<file path="config.mk">
export PLATFORM = sky130hd
export DESIGN_NAME = seg7_scan_ctrl
export DESIGN_NICKNAME = d
export VERILOG_FILES = /design/src/rtl/seg7_pkg.sv /design/src/rtl/seg7_prescaler.sv /design/src/rtl/seg7_scan_ctrl.sv
export SDC_FILE = /design/constraint.sdc
export NUM_CORES = 1
export LEC_CHECK = 0
export ABC_AREA = 1
export BUFFER_PORTS_ARGS = -buffer_cell sky130_fd_sc_hd__buf_4
export CORE_MARGIN = 4
export CORE_UTILIZATION = 45
export DETAILED_ROUTE_END_ITERATION = 8
export GPL_TIMING_DRIVEN = 0
export SYNTH_ARGS = -nofsm -noshare
export SYNTH_HDL_FRONTEND = slang
export SYNTH_HIERARCHICAL = 1
export SYNTH_SLANG_ARGS = --single-unit
</file>
<file path="constraint.sdc">
create_clock -name clk -period 6.7 [get_ports clk]
set_clock_uncertainty 0.15 [all_clocks]
set_input_delay 1.005 -clock clk [delete_from_list [all_inputs] [get_ports clk]]
set_output_delay 1.005 -clock clk [all_outputs]
set_load 0.05 [all_outputs]
</file>
<file path="src/rtl/seg7_pkg.sv">
// -----------------------------------------------------------------------------
// seg7_pkg
// Shared definitions for the 4-digit 7-segment scan controller.
//   state_t  : scan FSM states (IDLE, BLANKING, SHOW)
//   SEL_MSD  : digit select of the most significant digit (scan starts here)
//   SEL_LSD  : digit select of the least significant digit (scan ends here)
//   onehot4  : anode pattern for one digit, honouring anode polarity
// -----------------------------------------------------------------------------
package seg7_pkg;

  typedef enum logic [1:0] {
    IDLE     = 2'd0,
    BLANKING = 2'd1,
    SHOW     = 2'd2
  } state_t;

  localparam logic [1:0] SEL_MSD = 2'b11;
  localparam logic [1:0] SEL_LSD = 2'b00;

  // Anode pattern with only the bit for 'sel' enabled. For active-low anodes
  // the enabled bit is the single 0.
  function automatic logic [3:0] onehot4(input logic [1:0] sel,
                                         input logic       active_low);
    logic [3:0] oh;
    oh = 4'b0001 << sel;
    return active_low ? ~oh : oh;
  endfunction

endpackage

</file>
<file path="src/rtl/seg7_prescaler.sv">
// -----------------------------------------------------------------------------
// seg7_prescaler
// Terminal-count counter shared by the BLANKING and SHOW phases. It counts
// 0..term and wraps to 0 by itself, so consecutive phases chain without an
// explicit reload; the owner only swaps 'term' when the phase changes.
//   clk   : system clock
//   rst   : synchronous active-high reset (count -> 0)
//   clear : hold the count at 0 (scanner idle)
//   term  : last count value of the current phase
//   tc    : high in the cycle the count equals term (and not cleared)
// -----------------------------------------------------------------------------
module seg7_prescaler #(
  parameter int W = 2
) (
  input  logic         clk,
  input  logic         rst,
  input  logic         clear,
  input  logic [W-1:0] term,
  output logic         tc
);

  logic [W-1:0] count_reg;

  assign tc = !clear && (count_reg == term);

  always_ff @(posedge clk) begin
    if (rst || clear) begin
      count_reg <= '0;
    end else if (count_reg == term) begin
      count_reg <= '0;
    end else begin
      count_reg <= count_reg + W'(1);
    end
  end

endmodule

</file>
<file path="src/rtl/seg7_scan_ctrl.sv">
// -----------------------------------------------------------------------------
// seg7_scan_ctrl
// Time-multiplexing scan controller for a 4-digit 7-segment display. Walks the
// digit select from the most to the least significant digit, lighting each
// digit for DIV cycles after a dark gap of BLANK cycles, with optional
// leading-zero blanking.
//   clk   : system clock
//   rst   : synchronous active-high reset
//   en    : scan enable; 0 forces the display dark and restarts the scan
//   lzb   : leading-zero blanking enable
//   cnt   : digit value returned by the external selector for 'sw'
//   sw    : digit select driven to the external selector (3 = MSD)
//   an    : anode enables, an[i] belongs to sw == i
//   frame : one-cycle pulse in the cycle sw wraps from 0 back to 3
// -----------------------------------------------------------------------------
module seg7_scan_ctrl
  import seg7_pkg::*;
#(
  parameter int DIV           = 50000,
  parameter int BLANK         = 500,
  parameter int AN_ACTIVE_LOW = 1
) (
  input  logic       clk,
  input  logic       rst,
  input  logic       en,
  input  logic       lzb,
  input  logic [3:0] cnt,
  output logic [1:0] sw,
  output logic [3:0] an,
  output logic       frame
);

  localparam int MAX_LEN = (DIV > BLANK) ? ((DIV > 2) ? DIV : 2)
                                         : ((BLANK > 2) ? BLANK : 2);
  localparam int PW = $clog2(MAX_LEN);

  localparam logic          AL       = (AN_ACTIVE_LOW != 0);
  localparam logic [3:0]    AN_OFF   = AL ? 4'hF : 4'h0;
  localparam logic [PW-1:0] DIV_TC   = PW'(DIV - 1);
  localparam logic [PW-1:0] BLANK_TC = PW'((BLANK > 0) ? BLANK - 1 : 0);

  state_t     state_reg;
  logic [1:0] sw_reg;
  logic [3:0] an_reg;
  logic       frame_reg;
  logic       zr_reg;     // no digit lit yet in this frame

  logic          ps_clear;
  logic          ps_tc;
  logic [PW-1:0] ps_term;

  assign ps_clear = !en || (state_reg == IDLE);
  assign ps_term  = (state_reg == SHOW) ? DIV_TC : BLANK_TC;

  seg7_prescaler #(
    .W (PW)
  ) u_prescaler (
    .clk   (clk),
    .rst   (rst),
    .clear (ps_clear),
    .term  (ps_term),
    .tc    (ps_tc)
  );

  // Decision taken on entry to SHOW. Normally the digit being entered is the
  // current sw (coming from IDLE or BLANKING). Without a BLANKING phase the
  // entry happens from SHOW, so the digit is the next one and the zero-run
  // flag re-arms first if this is the wrap. In that case cnt still reflects
  // the previous select, as there was no settled cycle to read it.
  logic [1:0] entry_sel;
  logic       entry_zr;
  logic       entry_lit;
  logic [3:0] entry_an;
  logic       entry_zr_next;

  always_comb begin
    entry_sel = sw_reg;
    entry_zr  = zr_reg;
    if (state_reg == SHOW) begin
      entry_sel = sw_reg - 2'd1;
      if (sw_reg == SEL_LSD) begin
        entry_zr = 1'b1;
      end
    end
    // The least significant digit is never suppressed.
    entry_lit     = !(lzb && entry_zr && (cnt == 4'd0) && (entry_sel != SEL_LSD));
    entry_an      = entry_lit ? onehot4(entry_sel, AL) : AN_OFF;
    entry_zr_next = entry_zr && !entry_lit;
  end

  always_ff @(posedge clk) begin
    if (rst) begin
      state_reg <= IDLE;
      sw_reg    <= SEL_MSD;
      an_reg    <= AN_OFF;
      frame_reg <= 1'b0;
      zr_reg    <= 1'b1;
    end else begin
      frame_reg <= 1'b0;
      if (!en) begin
        // Abandon any partial frame; no frame pulse.
        state_reg <= IDLE;
        sw_reg    <= SEL_MSD;
        an_reg    <= AN_OFF;
        zr_reg    <= 1'b1;
      end else begin
        case (state_reg)
          IDLE: begin
            if (BLANK == 0) begin
              state_reg <= SHOW;
              an_reg    <= entry_an;
              zr_reg    <= entry_zr_next;
            end else begin
              state_reg <= BLANKING;
            end
          end

          BLANKING: begin
            if (ps_tc) begin
              state_reg <= SHOW;
              an_reg    <= entry_an;
              zr_reg    <= entry_zr_next;
            end
          end

          SHOW: begin
            if (ps_tc) begin
              sw_reg <= sw_reg - 2'd1;
              if (sw_reg == SEL_LSD) begin
                frame_reg <= 1'b1;
                zr_reg    <= 1'b1;
              end
              if (BLANK == 0) begin
                an_reg <= entry_an;
                zr_reg <= entry_zr_next;
              end else begin
                // Anodes go dark in the same cycle sw moves on.
                state_reg <= BLANKING;
                an_reg    <= AN_OFF;
              end
            end
          end

          default: begin
            state_reg <= IDLE;
            sw_reg    <= SEL_MSD;
            an_reg    <= AN_OFF;
            zr_reg    <= 1'b1;
          end
        endcase
      end
    end
  end

  assign sw    = sw_reg;
  assign an    = an_reg;
  assign frame = frame_reg;

endmodule

</file>
==> run metrics, run 1 <==
clock buffer depth=2; vias per cell=4.24; CTS tree=done; VDD IR max=0.0000973 V; largest net degree at the start of global routing=20; Worst path depth=16; worst slew pin tran=0.758 ns; RSZ-0062 raised after global routing=no; clock sink count=26; DR WL/cell=9.25 um; Final Instance Area=1980 um^2; flops & latches, synth=26; Post-Syn Instances=263; core area=3660 um^2; Setup Buffers After CTS=0; DP HPWL=2.48 mm; vias in the first global route=1258; DR vias=1456; yosys warns=6; worst-path fanout max=19; max reg flops=16; Leakage=0.000878 uW; area grow syn2layout=17.1%; Row Count=22; initial DRC count=50; worst slack, placed=3.82 ns; worst r2r src=state_reg[0]; Starting Density=46.2%; Reg-to-Reg End=an[1]; Slew Viols, Final=0; Unique masters post-synth=27; GPL Wtd Cong=0.767; kind of critical path=reg2reg; worst path cell trace=inv_1, ha_1, inv_1, nand2_1, nand2_1, nor2_1, nand2_1, nor2_1, nand2_2, nor2_1, inv_1, o21ai_2, nand2_1, inv_1, o21ai_0, nand2_1; total track usage=14.1%; reg2reg setup slack=3.81 ns; CP most frequent cell=nand2_1; gr ovfl total=0; Die Y=69.3 um; H-tree levels=1; Worst Setup End Kind=register; area of the multi-input gates=1020 um^2; GR peak layer=met1; Worst setup SP type=register; root buf cell=clkbuf_8; Final Cycle Share=43.1%; hold_buf cts=0; Max-slew headroom=49.5%; most frequent cells in the layout=nand2_1 (80), inv_1 (45), nor2_1 (28); M2 GR Usage=20.0%; final hold viol count=0; GR Util met3=1.88%; CP max stage cell=ha_1; setup ws final=3.81 ns; outcome=completed; PD cells=162 nW/um^2; FF+latch area=520 um^2; nets=311; Worst Setup SP=state_reg[0]; Initial DRT Pass Iterations=4; max capacitance violation total=0; clk_lat worst skew=0.27 ns; GRT met1 Usage=21.1%; Fin Hold WS=0.334 ns; drt drc=0; r2r worst-path depth=16; Post-CTS Resized=0; IO Pins=15; initial antenna violation count=0; Syn Area/Cell=6.44 um^2; family with the most delay on the worst path=simple AND/OR/NAND/NOR gates; die span in x=69.3 um; Hold Path Class=reg2reg; crit path buf inv count=4; Tmin final=2.89 ns; Num CTS Buffers=3; register area share after synthesis=30.7%; setup tns final=0 ns; antenna cells=0; share of cells above drive strength 1=16.6%; remaining antenna violation count=0; Max stage delay on crit path=0.65 ns; fill cell count=371; DIE AREA=4810 um^2; Worst Setup EP=an[1]; Worst Path Required=6.78 ns; Routed WL=3.17 mm; f_max=346 MHz; first-pass GRT wire length=5.56 mm; CTS clk-pin slew, worst paths=0.09 ns; final setup fails=0; placement-stage cell area=1910 um^2; synthesized area=1690 um^2; PortBufs=14; critical path arrival=2.96 ns; most common cell after layout, fill and taps aside=nand2_1
-- worst min path at each step --
stage,startpoint,endpoint,slack (ns),cells after the start
after global placement,an[2],an[2],0.31,2
after detailed placement,an[1],an[1],0.31,2
final,an[1],an[1],0.33,2
after global routing,an[2],an[2],0.37,2
after CTS,an[1],an[1],0.34,2
after floorplan,u_prescaler/count_reg[0],u_prescaler/count_reg[0],0.31,1
-- logic make-up (layout without fill, tap and decap cells) --
kind of cell               Yosys count  count (layout)  synth area share, %
AOI/OAI and AO/OA                   16              16                 5.54
buffers and inverters               50              68                 12.1
DFF                                 26              26                 30.7
other                                2              16                0.444
and+or+nand+nor                    151             151                 40.3
xor gates and xnor gates            11              11                 5.69
adders and majority gates            7               7                 5.17
-- synthesized netlist by cell type --
cell type	n	area, um^2
o21ai_1	1	5.00
nor2_1	28	105
conb_1	2	7.51
or2_1	1	6.26
buf_12	1	20.0
buf_2	1	5.00
a21oi_1	7	35.0
o21ai_2	2	17.5
nor3_1	4	20.0
nor3_2	1	10.0
xor2_1	10	87.6
inv_2	3	11.3
nand3_2	2	20.0
inv_1	45	169
ha_1	7	87.6
nand2_2	5	31.3
dfxtp_1	26	521
xnor2_1	1	8.76
a221oi_1	1	8.76
nor2_4	1	11.3
nor2_2	14	87.6
nand4_1	7	43.8
nand2_4	1	11.3
nand3_1	7	35.0
o21bai_1	1	7.51
o21ai_0	4	20.0
nand2_1	80	300
-- worst register-to-register path, delay by kind of cell (launching register included) --
family | cells | cell delay [ns]
buf+inv | 4 | 0.60
flops | 1 | 0.35
simple gates | 9 | 0.91
fa+ha+maj | 1 | 0.65
compound gates | 2 | 0.19
-- routing by layer --
| layer | share of wire, % | wire [um] |
|---|---|---|
| met1 | 58 | 1840 |
| met2 | 39 | 1230 |
| met3 | 1.8 | 58 |
| met4 | 1.5 | 48 |
| met5 | 0 | 0 |
-- per-stage QoR --
step	util, %	power (uW)	std cells
floorplan	-	183	277
global placement	52.2	192	339
detailed placement	52.2	192	339
CTS	54.1	325	343
global route	54.1	335	343
finish	54.1	321	343
-- area by class of cell --
cell class | count | share of cell area, %
multi-input combinational | 201 | 51.5
clock buffer | 3 | 2.08
clock inverter | 1 | 1.52
inverter | 48 | 9.09
buffer | 2 | 1.26
sequential | 26 | 26.3
timing repair buffer | 14 | 5.30
tap | 48 | 3.03
-- power by group --
part,switching [uW],internal [uW]
clock network,51.8,80.0
logic,19.1,11.7
registers,1.67,156
total,72.5,248
Note: power is estimated with default switching activity, not from simulation.
==> run 2, diff against run 1 <==
- clock period: 6.7 -> 2.84 ns (I/O delays scaled with it)
==> run 2 against run 1 <==
Compared with the run above:
- worst setup slack lost 3.4 ns
- highest routed layer unchanged
- count of clock-buffer cells in the layout is the same
- sequential share of layout area shrank 0.16 points
- die area is the same
==> run metrics, run 2 (synthesized netlist as in run 1, its figures left out) <==
PD cells=379 nW/um^2; largest net degree at the start of global routing=20; die span in x=69.3 um; Row Count=22; DIE AREA=4810 um^2; vias in the first global route=1258; setup tns final=0 ns; FF+latch area=520 um^2; power share of the combinational group=9.6%; Clk pwr share=41.1%; f_max=412 MHz; most common cell after layout, fill and taps aside=nand2_1; first-pass GRT wire length=5.55 mm; worst path cell trace=inv_1, ha_4, inv_1, nand2_1, nand2_1, nor2_1, nand2_1, nor2_1, nand2_2, nor2_1, inv_1, o21ai_2, nand2_1, inv_1, o21ai_0, nand2_1; critical path arrival=2.50 ns; max reg flops=16; fill cell count=369; Leakage=0.000878 uW; gr ovfl total=0; sw power=172 uW; final hold viol count=0; GPL Wtd Cong=0.767; IO Pins=15; Routed WL=3.16 mm; Slew Viols, Final=0; share of cells above drive strength 1=16.9%; Flop pwr share=49.3%; most frequent cells in the layout=nand2_1 (80), inv_1 (45), nor2_1 (28); Layout Utilization=54.5%; CP most frequent cell=nand2_1; Final Instance Area=1990 um^2; Net Sw Frac=22.7%; clock buffer depth=2; core area=3660 um^2; Num CTS Buffers=3; Hold Path Class=reg2reg; placement-stage cell area=1910 um^2; Max stage delay on crit path=0.35 ns; max capacitance violation total=0; Power, Total=757 uW; Worst setup SP type=register; Final Cycle Share=85.5%; Initial DRT Pass Iterations=4; root buf cell=clkbuf_8; Starting Density=46.2%; crit path buf inv count=4; area grow syn2layout=17.8%; antenna cells=0; Worst Path Required=2.92 ns; PortBufs=14; outcome=completed; clk_lat worst skew=0.27 ns; Die Y=69.3 um; CTS tree=done; Worst Setup End Kind=register; drt drc=0; DP HPWL=2.48 mm; setup ws final=0.412 ns; VDD IR max=0.000229 V; DR WL/cell=9.20 um; DR vias=1454; Tmin final=2.43 ns; kind of critical path=reg2reg; initial DRC count=53; total track usage=14.1%; initial antenna violation count=0; final setup fails=0; RSZ-0062 raised after global routing=no; nets=311; H-tree levels=1; CTS clk-pin slew, worst paths=0.09 ns; remaining antenna violation count=0; CP max stage cell=dfxtp_1; clock sink count=26; area of the multi-input gates=1030 um^2; Cell Int Power=585 uW; vias per cell=4.24; family with the most delay on the worst path=simple AND/OR/NAND/NOR gates; worst-path fanout max=19; worst slack, placed=-0.0446 ns
run 2: cell types whose count changed in the layout (fill, tap and decap cells not counted):
cell,previous run,this run
ha_1,7,6
ha_4,0,1
run 2: worst min-delay path, stage by stage (launching register included):
cell and delay, ns:
dfxtp_1 0.34, a21oi_1 0.06, nand2_1 0.06
run 2: cell type report:
type                    count  share of cell area [%]
inverters                  48                    9.03
repair buffers             14                    5.27
multi-input cells         201                    51.8
clock buffers               3                    2.07
clock inverters             1                    1.51
plain buffers               2                    1.25
flip-flops and latches     26                    26.1
well taps                  48                    3.01
run 2: metrics by stage:
| stage | std cells | hold slack, ns |
|---|---|---|
| floorplan | 277 | 0.311 |
| global route | 343 | 0.342 |
| CTS | 343 | 0.337 |
| global placement | 339 | 0.309 |
| finish | 343 | 0.334 |
| detailed placement | 339 | 0.310 |
run 2: power groups by stage:
stage / clock network (uW) / registers (uW) / logic [uW]
2_1_floorplan: 0 / 390 / 42.7
3_3_place_gp: 0 / 381 / 72.3
3_5_place_dp: 0 / 381 / 72.6
4_1_cts: 321 / 373 / 72.9
5_1_grt: 333 / 374 / 83.1
6_report: 311 / 373 / 73.0
run 2: layer usage:
layer  track usage (%)  wire [um]
met1              21.0       1810
met5                 0          0
met3              1.88         77
met4              5.86         48
met2              20.0       1220
run 2: path summary, 6_finish.rpt:
check                             end  slack (ns)         start  cells after the start
worst min register to register  an[1]        0.33         an[1]                      2
worst max-delay path            an[1]        0.41  state_reg[0]                     16
worst max register to register  an[1]        0.41  state_reg[0]                     16
worst min-delay path            an[1]        0.33         an[1]                      2
run 2: timing repair:
action,4_1_cts,5_1_grt
buffers inserted,0,0
resized for setup,1,1
hold buffers,0,0
setup endpoints to repair,5,5
